===== config.mk =====
export PLATFORM = sky130hd
export DESIGN_NAME = pipo_load_arbiter_flat
export DESIGN_NICKNAME = d
export VERILOG_FILES = /design/src/rtl/pipo_load_arbiter_if.sv /design/src/rtl/pipo_load_arbiter.sv /design/src/flat_wrapper.sv
export SDC_FILE = /design/constraint.sdc
export NUM_CORES = 1
export LEC_CHECK = 0
export ABC_AREA = 1
export BUFFER_PORTS_ARGS = -buffer_cell sky130_fd_sc_hd__buf_2
export CAP_MARGIN = 25
export CORE_MARGIN = 1
export CORE_UTILIZATION = 57
export CTS_CLUSTER_DIAMETER = 200
export DETAILED_ROUTE_END_ITERATION = 8
export PLACE_DENSITY = 0.84
export SETUP_SLACK_MARGIN = 0.15
export SLEW_MARGIN = 30
export SYNTH_ARGS = -nofsm -noshare
export SYNTH_HDL_FRONTEND = slang
export SYNTH_SLANG_ARGS = --single-unit

===== constraint.sdc =====
create_clock -name i_clk -period 2.9 [get_ports i_clk]
set_input_delay 0.435 -clock i_clk [delete_from_list [all_inputs] [get_ports i_clk]]
set_output_delay 0.435 -clock i_clk [all_outputs]
set_load 0.03 [all_outputs]

===== src/rtl/pipo_load_arbiter_if.sv =====
// Requester-side bus of the PIPO load arbiter: request/data in, grant and load strobes out.
// Optional PIPO_ARB_GRANT_CNT_EN adds the grant_cnt observation signal.
interface pipo_load_arbiter_if #(
    parameter int NREQ  = 4,
    parameter int WIDTH = 4
);
    localparam int IDXW = (NREQ > 1) ? $clog2(NREQ) : 1;

    logic [NREQ-1:0]       req;
    logic [NREQ*WIDTH-1:0] data_in;
    logic [NREQ-1:0]       ack;
    logic                  ld_en;
    logic [WIDTH-1:0]      ld_data;
    logic [IDXW-1:0]       owner;
    logic                  busy;
`ifdef PIPO_ARB_GRANT_CNT_EN
    logic [7:0]            grant_cnt;

    modport master (output req, data_in,
                    input  ack, ld_en, ld_data, owner, busy, grant_cnt);
    modport slave  (input  req, data_in,
                    output ack, ld_en, ld_data, owner, busy, grant_cnt);
`else
    modport master (output req, data_in,
                    input  ack, ld_en, ld_data, owner, busy);
    modport slave  (input  req, data_in,
                    output ack, ld_en, ld_data, owner, busy);
`endif
endinterface


===== src/rtl/pipo_load_arbiter.sv =====
// Round-robin arbiter that loads one shared PIPO register and then holds it stable.
// Optional feature macro: PIPO_ARB_GRANT_CNT_EN (8-bit wrapping count of LOAD cycles).
module pipo_load_arbiter #(
    parameter int NREQ        = 4,
    parameter int WIDTH       = 4,
    parameter int HOLD_CYCLES = 2
) (
    input  logic                  i_clk,
    input  logic                  i_rst,
    pipo_load_arbiter_if.slave    io_arb
);
    localparam int IDXW = (NREQ > 1) ? $clog2(NREQ) : 1;

    typedef enum logic [1:0] {
        ST_IDLE = 2'd0,
        ST_LOAD = 2'd1,
        ST_HOLD = 2'd2
    } state_t;

    state_t             r_state;
    state_t             w_state_nxt;
    logic [IDXW-1:0]    r_rr_ptr;
    logic [IDXW-1:0]    w_rr_nxt;
    logic [3:0]         r_hold_cnt;
    logic [3:0]         w_hold_nxt;
    logic [NREQ-1:0]    r_ack;
    logic [NREQ-1:0]    w_ack_nxt;
    logic               r_ld_en;
    logic               w_ld_en_nxt;
    logic [WIDTH-1:0]   r_ld_data;
    logic [WIDTH-1:0]   w_ld_data_nxt;
    logic [IDXW-1:0]    r_owner;
    logic [IDXW-1:0]    w_owner_nxt;
    logic               r_busy;
    logic               w_busy_nxt;
    logic               w_found;
    logic [IDXW-1:0]    w_win;
    logic [IDXW-1:0]    w_cand;

    // Round-robin search: first asserted req starting at r_rr_ptr, wrapping modulo NREQ.
    always_comb begin
        w_found = 1'b0;
        w_win   = r_rr_ptr;
        w_cand  = r_rr_ptr;
        for (int k = 0; k < NREQ; k++) begin
            w_cand = IDXW'((int'(r_rr_ptr) + k) % NREQ);
            if (!w_found && io_arb.req[w_cand]) begin
                w_found = 1'b1;
                w_win   = w_cand;
            end else begin
                w_found = w_found;
            end
        end
    end

    // Next-state and next-output logic; outputs are registered so req never reaches them combinationally.
    always_comb begin
        w_state_nxt   = r_state;
        w_rr_nxt      = r_rr_ptr;
        w_hold_nxt    = r_hold_cnt;
        w_ack_nxt     = {NREQ{1'b0}};
        w_ld_en_nxt   = 1'b0;
        w_ld_data_nxt = r_ld_data;
        w_owner_nxt   = r_owner;
        case (r_state)
            ST_IDLE: begin
                if (w_found) begin
                    w_state_nxt   = ST_LOAD;
                    w_ack_nxt     = {{(NREQ-1){1'b0}}, 1'b1} << w_win;
                    w_ld_en_nxt   = 1'b1;
                    w_ld_data_nxt = io_arb.data_in[int'(w_win)*WIDTH +: WIDTH];
                    w_owner_nxt   = w_win;
                    w_rr_nxt      = (w_win == IDXW'(NREQ-1)) ? {IDXW{1'b0}} : w_win + {{(IDXW-1){1'b0}}, 1'b1};
                end else begin
                    w_state_nxt   = ST_IDLE;
                end
            end
            ST_LOAD: begin
                if (HOLD_CYCLES > 0) begin
                    w_state_nxt = ST_HOLD;
                    w_hold_nxt  = 4'd1;
                end else begin
                    w_state_nxt = ST_IDLE;
                    w_hold_nxt  = 4'd0;
                end
            end
            ST_HOLD: begin
                if (r_hold_cnt >= 4'(HOLD_CYCLES)) begin
                    w_state_nxt = ST_IDLE;
                    w_hold_nxt  = 4'd0;
                end else begin
                    w_hold_nxt  = r_hold_cnt + 4'd1;
                end
            end
            default: begin
                w_state_nxt = ST_IDLE;
                w_hold_nxt  = 4'd0;
            end
        endcase
        w_busy_nxt = (w_state_nxt != ST_IDLE);
    end

    // FSM state, round-robin pointer and hold counter.
    always_ff @(posedge i_clk or negedge i_rst) begin
        if (!i_rst) begin
            r_state    <= ST_IDLE;
            r_rr_ptr   <= {IDXW{1'b0}};
            r_hold_cnt <= 4'd0;
        end else begin
            r_state    <= w_state_nxt;
            r_rr_ptr   <= w_rr_nxt;
            r_hold_cnt <= w_hold_nxt;
        end
    end

    // Registered outputs to the requesters and the PIPO register.
    always_ff @(posedge i_clk or negedge i_rst) begin
        if (!i_rst) begin
            r_ack     <= {NREQ{1'b0}};
            r_ld_en   <= 1'b0;
            r_ld_data <= {WIDTH{1'b0}};
            r_owner   <= {IDXW{1'b0}};
            r_busy    <= 1'b0;
        end else begin
            r_ack     <= w_ack_nxt;
            r_ld_en   <= w_ld_en_nxt;
            r_ld_data <= w_ld_data_nxt;
            r_owner   <= w_owner_nxt;
            r_busy    <= w_busy_nxt;
        end
    end

    assign io_arb.ack     = r_ack;
    assign io_arb.ld_en   = r_ld_en;
    assign io_arb.ld_data = r_ld_data;
    assign io_arb.owner   = r_owner;
    assign io_arb.busy    = r_busy;

`ifdef PIPO_ARB_GRANT_CNT_EN
    logic [7:0] r_grant_cnt;

    // Counts completed LOAD cycles, wrapping naturally at 8 bits.
    always_ff @(posedge i_clk or negedge i_rst) begin
        if (!i_rst) begin
            r_grant_cnt <= 8'd0;
        end else if (r_state == ST_LOAD) begin
            r_grant_cnt <= r_grant_cnt + 8'd1;
        end else begin
            r_grant_cnt <= r_grant_cnt;
        end
    end

    assign io_arb.grant_cnt = r_grant_cnt;
`endif
endmodule


===== src/flat_wrapper.sv =====
// flat-port wrapper written by rule: the top's interface ports become plain ports
module pipo_load_arbiter_flat 
#(
    parameter int NREQ        = 4,
    parameter int WIDTH       = 4,
    parameter int HOLD_CYCLES = 2
)
  (i_clk, i_rst, io_arb_req, io_arb_data_in, io_arb_ack, io_arb_ld_en, io_arb_ld_data, io_arb_owner, io_arb_busy);
  pipo_load_arbiter_if #(.NREQ(NREQ), .WIDTH(WIDTH)) io_arb_i ();
  input  logic i_clk;
  input  logic i_rst;
  input wire logic [$bits(io_arb_i.req)-1:0] io_arb_req;
  input wire logic [$bits(io_arb_i.data_in)-1:0] io_arb_data_in;
  output wire logic [$bits(io_arb_i.ack)-1:0] io_arb_ack;
  output wire logic [$bits(io_arb_i.ld_en)-1:0] io_arb_ld_en;
  output wire logic [$bits(io_arb_i.ld_data)-1:0] io_arb_ld_data;
  output wire logic [$bits(io_arb_i.owner)-1:0] io_arb_owner;
  output wire logic [$bits(io_arb_i.busy)-1:0] io_arb_busy;
  assign io_arb_i.req = io_arb_req;
  assign io_arb_i.data_in = io_arb_data_in;
  assign io_arb_ack = io_arb_i.ack;
  assign io_arb_ld_en = io_arb_i.ld_en;
  assign io_arb_ld_data = io_arb_i.ld_data;
  assign io_arb_owner = io_arb_i.owner;
  assign io_arb_busy = io_arb_i.busy;
  pipo_load_arbiter #(.NREQ(NREQ), .WIDTH(WIDTH), .HOLD_CYCLES(HOLD_CYCLES)) u_core (.i_clk(i_clk), .i_rst(i_rst), .io_arb(io_arb_i));
endmodule

== After elaboration in Yosys (flattened, before gate mapping) ==
Index checks and enable logic that the tools add are counted.
W data, S select, Z words.
Word-level totals
  register bits after elaboration: 20
  output and inout bits: 12
Cells by class
  add/sub/neg operators: 5
  magnitude comparators: 5
  equality and inequality tests: 3
  shift-type cells: 2
  muxes and demuxes: 25
  reductions and logical operators: 9
Operator list (count)
  $shiftx A16 B5 Y4: 1
  $lt A2 B3 Y1 const B: 4
  $mux W4: 3
  $pmux W4 S3: 1
  $mux W1: 11
  $mux W2: 5
  $bmux W1 S2: 4
  $pmux W2 S3: 1
  $add A2 B1 Y2 const B: 2
  $add A2 B2 Y2 const B: 2
  $add A4 B1 Y4 const B: 1
  $eq A2 B2 Y1 const B: 2
  $ge A4 B2 Y1 const B: 1
  $shl A1 B2 Y4 const A: 1
  $logic_and A1 B1 Y1: 3
  $logic_not A1 Y1: 3
  $eq A2 B1 Y1 const B: 1
  $logic_not A2 Y1: 1
  $reduce_and A2 Y1: 1
  $reduce_bool A2 Y1: 1

== Logic depth before layout (Yosys ltp) ==
Gate-level depths: netlist (run 1).
  depth after elaboration: 15
  depth in mapped cells: 16
  gate-level depth less buffers: 15

== Worst setup path after synthesis (run 1) ==
Ideal clock, no wire load.
  path type: reg-to-reg
  from: register u_core.r_rr_ptr[0]
  to: register u_core.r_rr_ptr[1]
  library setup time: 0.127 ns
  arrival time: 1.691 ns
  data required time: 2.773 ns
  slack: 1.082 ns
  cell stages (with the launch flop): 13
  buffers on the path: 1
  cell sequence: dfrtp_1 > inv_2 > buf_6 > nand2_1 > nand2_1 > nand2_1 > nand2_2 > nand4_4 > nand3_2 > nand2_4 > ha_1 > nand2_1 > o21ai_0
On the way
  longest elaborated chain between the ends: 14
  elaborated cells on any way between the ends: 28
  those cells by class: 4 x add/sub; 1 x eq/ne; 16 x mux; 7 x reduce/logical
RTL lines
  start: declaration: RTL line pipo_load_arbiter.sv:22  | logic [IDXW-1:0] r_rr_ptr;
  start signal: assignment: RTL line pipo_load_arbiter.sv:107  | r_rr_ptr <= {IDXW{1'b0}};
  start signal: assignment: RTL line pipo_load_arbiter.sv:111  | r_rr_ptr <= w_rr_nxt;
  branches (longest 14 deep; another with $add A2 B1 Y2)
Parallel ways; which one is timed is not known. The select of a mux whose other input is x is not followed.
A chain may end at the register's enable or synchronous reset.

== Worst setup path in the final report (run 1) ==
  from: register u_core.r_rr_ptr[0]
  to: register u_core.r_busy (netlist: u_core.io_arb.busy)
On the way
  longest elaborated chain between the ends: 15
  elaborated cells on any way between the ends: 24
  those cells by class: 3 x add/sub; 14 x mux; 7 x reduce/logical
RTL lines
  branches (longest 11 deep; another with $add A2 B1 Y2)
  $mux W1 (*): RTL line pipo_load_arbiter.sv:47  | if (!w_found && io_arb.req[w_cand]) begin
  $mux W1 (*): RTL line pipo_load_arbiter.sv:67  | if (w_found) begin
  $pmux W2 S3 (*): RTL line pipo_load_arbiter.sv:65  | case (r_state)
  $reduce_bool A2 Y1 (*): RTL line pipo_load_arbiter.sv:100  | w_busy_nxt = (w_state_nxt != ST_IDLE);
  via u_core.w_busy_nxt: RTL line pipo_load_arbiter.sv:35  | logic w_busy_nxt;
  end signal: assignment: RTL line pipo_load_arbiter.sv:129  | r_busy <= w_busy_nxt;
  end: declaration: RTL line pipo_load_arbiter.sv:34  | logic r_busy;
Mark *: on every way through the listed nets, which the timed path passes. The select of a mux whose other input is x is not followed.

==> impl_results.md, run 1 <==
* Worst vdd ir at 859.3 uV
* Kind of critical path: register to register
* DP Cell Count at 260
* Synth area leaders: dfrtp_1, nand2_1, nand3_1
* IO buf count at 33
* DR WL/cell at 12.79 microns
* IO Pins at 34
* Std-Cell Core Area at 0.002297 sq mm
* Clk pin slew, worst setup/hold paths at 0.11 ns
* Die X at 52.46 microns
* Clock share of power at 0.058
* Fin crit share at 0.8659
* Most common cell in the netlist: nand2_1
* Switch share at 0.5847
* Least-Margin Pin Slew at 0.4894 ns
* DRT iter0 DRCs at 33
* Row count at 17
* CTS-repair resized insts at 0
* Hold buffer count at cts at 0
* Cell Area, Synth at 0.001451 sq mm
* Setup Skew at 0.01273 ns
* Vias per cell at 5.540
* Total iterations of the first detailed-routing run at 4
* # H-tree levels at 1
* Max-Cap Viols at 0
* Number of library cell types mapped by synthesis at 26
* Gr usage total at 0.2699
* PnR worst setup slack at 0.3888 ns
* RSZ-0062 raised after global routing: false
* Leading area contributor after synthesis: dfrtp_1
* Top cell type's share of synthesized area at 0.3448
* Largest driver fanout on the critical path at 15
* Int Power at 922.4 uW
* Post-CTS setup buffer count at 0
* Hold Path Class: input port to async pin
* TritonCTS buffer count at 3
* Power, Total at 2.221 mW
* First-pass GRT wire length at 5382 microns
* Worst EP arrival at 2.71 ns
* Dpl ws at 0.4753 ns
* Psw at 1.299 mW
* Post-DP HPWL at 2667 microns
* Total number of yosys warnings at 0
* GP Congestion at 0.8360
* Register share of total power at 0.218
* DR DRC count at 0
* Synth async-reset ratio at 1.000
* Syn Nets at 231
* Ys flop type: dfrtp_1
* Die height at 52.46 microns
* Gate Count Post-Synth at 202
* Largest net degree at the start of global routing at 21
* Initial Utilization at 0.6318
* Clk sink count at 20
* Worst-Skew Late Latency at 0.30 ns
* Non-Filler Instances at 263
* Comb pwr share at 0.725
* Total Wirelength at 3363 microns
* Synthesized area per cell at 7.185 sq um
* Worst EP required at 3.10 ns
* Final setup viols at 0
* Fill cell count at 200
* Via count at 1,457
* Setup tns final at 0 ns
* Initial antenna violation count at 0
* Number of diodes at 0
* Layout cell share with drive strength beyond 1 at 0.2809
* Period minus WS final at 2.511 ns
* Routed Antenna Nets at 0
* Bufs on Longest Clock Path at 2
* Lkg Pwr at 0.9417 nW
* Seq/Total Area, Yosys at 0.3448
* PD cells at 1351 mW/mm^2
* Slew margin rel. at 0.6737
* EDFF count, synth at 0
* NumNets Final at 266
* Die area at 0.002752 sq mm
* Layout area overhead at 13.28%
* Pins Over Slew Limit at 0
* Max Clk Rate at 398.2 MHz
* Grt total ovfl at 0
* Post-synth top cells: nand2_1, nand3_1, dfrtp_1, inv_1, nor2_1
* CP Capture Type: register
* Seq cells post-synth at 20
* CTS root buffer: clkbuf_4
* CTS tree: yes
* Worst setup SP type: register
* Hold Violations, Final at 0
* Outcome: finished, final reports clean
* Vias in the first global route at 1,346
## cells in the final DEF, fill, tap and decap left out, drive strengths merged
master,Yosys,final
nand2,96,96
buf,3,33
nand3,27,27
dfrtp,20,20
inv,19,19
nor2,14,14
ha,7,7
o21ai,4,4
nand4,4,4
clkbuf,0,3
o22ai,2,2
a31oi,2,2
clkinv,1,1
nor3,1,1
o21bai,1,1
a21oi,1,1
## final timing paths
check / from / end / slack, ns / depth (start not counted)
min reg2reg: u_core.r_hold_cnt[3] / u_core.r_hold_cnt[3] / 0.48 / 2
max in group asynchronous: i_rst / u_core.io_arb.ack[2] / 2.53 / 1
min: i_rst / u_core.r_hold_cnt[3] / 0.05 / 1
min in group i_clk: io_arb_data_in[0] / u_core.io_arb.ld_data[0] / 0.46 / 5
max reg2reg: u_core.r_rr_ptr[0] / u_core.io_arb.busy / 0.39 / 11
max: u_core.r_rr_ptr[0] / u_core.io_arb.busy / 0.39 / 11
## kinds of logic after synthesis
family          count (synthesis)  share of synthesized area
simple gates                  142                     0.4733
buf+inv                        23                    0.07241
flops                          20                     0.3448
compound gates                 10                    0.04914
fa+ha+maj                       7                    0.06034
## worst max-delay path, cell delays in order (launching register included)
cell and delay [ns]:
dfrtp_1 0.66, inv_2 0.23, nand2_1 0.12, nand2_1 0.11, nand2_1 0.13, nand2_4 0.08
nor2_4 0.15, nand2_2 0.06, o21ai_2 0.37, inv_2 0.19, a31oi_2 0.21, o21bai_1 0.08
## registers in the layout, summed over array words and instances (netlist names)
name                   cells
u_core.io_arb.ld_en        1
u_core.io_arb.owner        2
u_core.io_arb.ld_data      4
u_core.r_hold_cnt          4
u_core.io_arb.busy         1
u_core.r_state             2
u_core.r_rr_ptr            2
u_core.io_arb.ack          4
## metal layers
layer  GRT usage  part of all wire  vias to the layer above
met5           0                 0                        -
met4     0.09649             0.023                        0
met3     0.07246             0.050                       15
met2      0.4895              0.50                       52
met1      0.2972              0.43                      680
li1            -                 -                      710
## stage by stage
stage	hold WS (ns)	cell area [sq um]	utilization
5_1_grt	0.08000	1644	0.7157
2_1_floorplan	0.1394	1451	-
6_report	0.05311	1644	0.7157
3_5_place_dp	0.4007	1622	0.7059
3_3_place_gp	0.3918	1622	0.7059
4_1_cts	0.06642	1644	0.7157
## power groups by stage
stage,Sequential [mW],Clock [mW],Combinational (mW)
after floorplan,0.586,0,1.19
after global placement,0.479,0,1.52
after detailed placement,0.488,0,1.59
after CTS,0.481,0.131,1.60
after global routing,0.492,0.139,1.80
final,0.483,0.129,1.61
## cell type report
cell class                      count  area, sq um  share of cell area
Tap cell                           28        35.03             0.02131
Clock buffer                        3        22.52             0.01370
Inverter                           20        75.07             0.04566
Multi-Input combinational cell    159        845.8              0.5145
Timing Repair Buffer               33        165.2              0.1005
Sequential cell                    20        500.5              0.3044
Note: power is estimated with default switching activity, not from simulation.
==> run 2, diff against run 1 <==
BUFFER_PORTS_ARGS = unset   (was -buffer_cell sky130_fd_sc_hd__buf_2)
CORE_UTILIZATION = 65   (was 57)
DONT_BUFFER_PORTS = 1   (was unset)
GPL_ROUTABILITY_DRIVEN = 0   (was unset)
PLACE_DENSITY = 0.81   (was 0.84)
==> impl_results.md, run 2 (same netlist as run 1, synthesis figures left out) <==
* FF-to-FF End: u_core.io_arb.busy
* Worst setup SP type: register
* Pins Over Slew Limit at 0
* CTS root buffer: clkbuf_4
* Commonest non-fill, non-tap cell in the layout: nand2_1
* Reg-to-reg critical path startpoint: u_core.r_rr_ptr[0]
* Std-Cell Core Area at 0.002022 sq mm
* Worst EP required at 3.11 ns
* Largest driver fanout on the critical path at 15
* Period minus WS final at 2.358 ns
* Row count at 16
* Util after Layout at 0.7407
* Vias per cell at 5.675
* Least-Margin Pin Slew at 0.4735 ns
* Hold Violations, Final at 0
* Number of diodes at 0
* TritonCTS buffer count at 3
* Fin crit share at 0.8132
* Final setup viols at 0
* Layout area overhead at 3.190%
* Non-Filler Instances at 231
* CTS tree: yes
* CP Capture Type: register
* NumNets Final at 234
* Worst-Skew Late Latency at 0.31 ns
* Die X at 49.26 microns
* Grt total ovfl at 0
* Initial antenna violation count at 0
* Die height at 49.26 microns
* Hold Path Class: input port to async pin
* Final Instance Area at 0.001498 sq mm
* Gr usage total at 0.2892
* Reg-to-reg slack, setup at 0.54 ns
* Routed Antenna Nets at 0
* Layout cell share with drive strength beyond 1 at 0.1765
* Kind of critical path: register to register
* Setup tns final at 0 ns
* Most frequent cells in the layout: nand2_1, nand3_1, dfrtp_1
* Vias in the first global route at 1,242
* Outcome: finished, final reports clean
* DR DRC count at 0
* Worst EP arrival at 2.57 ns
* DP Cell Count at 226
* Total Wirelength at 3164 microns
* DP Area at 0.001455 sq mm
* Initial Utilization at 0.7178
* Post-DP HPWL at 2295 microns
* Post-CTS setup buffer count at 0
* Via count at 1,311
* Largest net degree at the start of global routing at 21
* IO Pins at 34
* Max-Cap Viols at 0
* Clk pin slew, worst setup/hold paths at 0.11 ns
* IO buf count at 0
* RSZ-0062 raised after global routing: false
* Slew margin rel. at 0.6843
* DRT iter0 DRCs at 36
* # H-tree levels at 1
* Total iterations of the first detailed-routing run at 4
* Reg2reg path depth at 11
* First-pass GRT wire length at 5223 microns
* Bufs on Longest Clock Path at 2
* Die area at 0.002426 sq mm
* DR WL/cell at 13.70 microns
* Clk sink count at 20
* Max Clk Rate at 424.1 MHz
* Setup Skew at 0.001161 ns
[run 2: per-layer routing]
metal / global-route usage / routed length, microns / vias up
li1: - / - / 641
met1: 0.3374 / 1394 / 597
met2: 0.4817 / 1453 / 61
met3: 0.07788 / 217 / 12
met4: 0.1520 / 98 / 0
met5: 0 / 0 / -
[run 2: worst max-delay path, cell delays in order, from the launching register on]
cell,delay [ns]
dfrtp_2,0.55
inv_2,0.19
nand2_1,0.09
nand2_1,0.13
nand2_2,0.11
nand2_4,0.07
nor2_4,0.15
nand2_2,0.07
o21ai_2,0.39
inv_2,0.19
a31oi_2,0.23
o21bai_1,0.08
[run 2: metrics by stage]
step / hold slack (ns) / worst slack (ns)
floorplan: 0.1394 / 1.082
global placement: 0.1399 / 0.6394
detailed placement: 0.1399 / 0.4421
CTS: 0.3284 / 0.4117
global route: 0.07297 / 0.3381
finish: 0.04829 / 0.5418
[run 2: area by class of cell]
type                    instances  area (sq um)
inverters                      20         75.07
multi-input cells             159         845.8
clock buffers                   4         36.28
fillers                       160         524.3
repair buffers                  1         5.005
flip-flops and latches         20         501.7
well taps                      27         33.78
[run 2: how the worst max path moves through the flow]
stage | startpoint | end | cells after the start
after floorplan | u_core.r_rr_ptr[0] | u_core.r_rr_ptr[1] | 12
after global placement | u_core.r_rr_ptr[0] | u_core.io_arb.busy | 11
after CTS | u_core.r_rr_ptr[0] | u_core.io_arb.busy | 11
final | u_core.r_rr_ptr[0] | u_core.io_arb.busy | 11
after detailed placement | u_core.r_rr_ptr[0] | u_core.io_arb.busy | 11
after global routing | u_core.r_rr_ptr[0] | u_core.io_arb.busy | 11
[run 2: timing repair]
item	in CTS	in global routing
setup endpoints to repair	0	1
hold buffers	1	0
resized for setup	0	1
endpoints found under the hold margin	20	0
Power of run 2 is left out: the tool's default activity adds up to more than one toggle a clock period on the data nets, which glitch-free logic cannot reach.
==> run 3, diff against run 2 <==
ABC_AREA = 0   (was 1)
CORE_UTILIZATION = 60   (was 65)
PLACE_DENSITY = 0.76   (was 0.81)
clock period = 2.4 ns   (was 2.9 ns; I/O delays follow)
==> impl_results.md, run 3 <==
* IO buf count at 0
* Worst EP required at 2.62 ns
* Gr usage total at 0.2103
* Critical Path Slowest Stage Cell: dfrtp_1
* Most common cell in the netlist: dfrtp_1
* Post-DP HPWL at 1449 microns
* CP Capture Type: register
* Hold path startpoint: io_arb_req[0]
* Row count at 15
* Synthesized area per cell at 10.20 sq um
* CTS tree: yes
* Syn Nets at 136
* DR DRC count at 0
* Commonest non-fill, non-tap cell in the layout: dfrtp_1
* DP Cell Count at 130
* Worst vdd ir at 821.9 uV
* Reg-to-reg slack, setup at 0.57 ns
* Outcome: finished, final reports clean
* First-pass GRT wire length at 2967 microns
* Post-synth top cells: dfrtp_1, nand2_1, o21ai_0, ha_1, nand3_1
* Via count at 784
* Setup Skew at 0.001079 ns
* Final setup viols at 0
* Routed Antenna Nets at 0
* DP Area at 0.001111 sq mm
* Gate Count Post-Synth at 107
* Die area at 0.001993 sq mm
* Max-Cap Viols at 0
* Seq cells post-synth at 20
* Hold Slack at 0.2669 ns
* Number of diodes at 0
* Total number of yosys warnings at 0
* Most frequent cells in the layout: dfrtp_1, nand2_1, o21ai_0
* Vias per cell at 5.765
* Hold Violations, Final at 0
* Post-CTS setup buffer count at 0
* Kind of critical path: register to register
* DRT iter0 DRCs at 17
* Top cell type's share of synthesized area at 0.4587
* Util after Layout at 0.6901
* Hold Path Class: input port to register
* IO Pins at 34
* EDFF count, synth at 0
* Bufs on Longest Clock Path at 2
* DR WL/cell at 14.29 microns
* Largest net degree at the start of global routing at 21
* CTS root buffer: clkbuf_4
* CP bufs+invs at 1
* Slowest stage delay, CP at 0.48 ns
* Max Clk Rate at 547.2 MHz
* Std-Cell Core Area at 0.001708 sq mm
* Hold Crit Endpoint: u_core.r_rr_ptr[1]
* Clk sink count at 20
* # H-tree levels at 1
* Initial antenna violation count at 0
* Grt total ovfl at 0
* PnR worst setup slack at 0.5726 ns
* Power, Total at 1.605 mW
* Cell Area, Synth at 0.001091 sq mm
* PD cells at 1362 mW/mm^2
* CTS-repair resized insts at 0
* Hold buffer count at cts at 1
* Least-Margin Pin Slew at 0.4770 ns
* Initial Utilization at 0.6388
* Clk pin slew, worst setup/hold paths at 0.11 ns
* Layout area overhead at 8.028%
* Number of library cell types mapped by synthesis at 32
* Vias in the first global route at 689
* WHS Path Cells at 3
* Cell Chain, Critical Path: or3_1 -> and4b_4 -> nor2_4 -> inv_4 -> ha_1 -> o31ai_1
* Non-Filler Instances at 136
* Fin crit share at 0.7614
* FF-to-FF End: u_core.r_rr_ptr[0]
* NumNets Final at 141
* Lkg Pwr at 0.5343 nW
* Worst setup SP type: register
* Die height at 44.64 microns
* TritonCTS buffer count at 3
* Total iterations of the first detailed-routing run at 4
* Pins Over Slew Limit at 0
* Period minus WS final at 1.827 ns
* Leading area contributor after synthesis: dfrtp_1
* Final Instance Area at 0.001179 sq mm
* RSZ-0062 raised after global routing: false
* Synth async-reset ratio at 1.000
* Worst-Skew Late Latency at 0.31 ns
* Ys flop type: dfrtp_1
* Synth area leaders: dfrtp_1, ha_1, nand2_1
* Slew margin rel. at 0.6786
* Worst EP arrival at 2.05 ns
* Reg2reg path depth at 6
* Seq/Total Area, Yosys at 0.4587
* Layout cell share with drive strength beyond 1 at 0.1171
* Largest driver fanout on the critical path at 8
* Reg-to-reg critical path startpoint: u_core.r_rr_ptr[1]
* Dpl ws at 0.6055 ns
* Total Wirelength at 1943 microns
* Crit path max-delay family: simple AND/OR/NAND/NOR gates
* Die X at 44.64 microns
* Setup tns final at 0 ns
## run 3: changes by cell type after synthesis, sizes merged, moves of 3 or more
cell,change
o211ai,+4
nand4,-4
a211o,+4
o21ai,+7
inv,-13
and2,+3
nor2b,+3
mux2i,+4
nand3,-21
nor2,-10
nand2,-81
## run 3: cells by family after synthesis
kind of cell | after synthesis | synth area share
AOI/OAI and AO/OA | 27 | 0.1892
adders and majority gates | 7 | 0.08027
buffers and inverters | 9 | 0.04014
DFF | 20 | 0.4587
muxes | 4 | 0.03670
and+or+nand+nor | 40 | 0.1950
## run 3: how the worst max path moves through the flow
stage	startpoint	endpoint	cells past startpoint	slack (ns)
after floorplan	io_arb_req[3]	u_core.r_rr_ptr[0]	7	0.65
after global placement	u_core.r_rr_ptr[1]	u_core.r_rr_ptr[0]	6	0.67
after detailed placement	u_core.r_rr_ptr[1]	u_core.r_rr_ptr[0]	6	0.61
after CTS	u_core.r_rr_ptr[1]	u_core.r_rr_ptr[0]	6	0.58
after global routing	u_core.r_rr_ptr[1]	u_core.r_rr_ptr[0]	6	0.50
final	u_core.r_rr_ptr[1]	u_core.r_rr_ptr[0]	6	0.57
## run 3: metal layers
metal  wire length (microns)  part of all wire  up-vias  track usage
li1                        -                 -      391            -
met1                     919              0.47      369       0.2853
met2                     912              0.47       21       0.3265
met3                      80             0.041        3      0.04490
met4                      29             0.015        0      0.09091
met5                       0                 0        -            0
## run 3: cell type report
class	count	area, sq um
well taps	25	31.28
repair buffers	3	22.52
multi-input cells	78	546.8
flip-flops and latches	20	500.5
clock buffers	3	22.52
clock inverters	1	30.03
fillers	143	529.3
inverters	6	25.02
## run 3: tightest hold or removal path: stages
cell and delay, ns:
o41ai_4 0.07, nand2_1 0.07, nand2_1 0.05
## run 3: power breakdown
group,switching [mW],internal (mW)
logic,0.347,0.242
registers,0.273,0.466
clock network,0.109,0.169
total,0.729,0.877
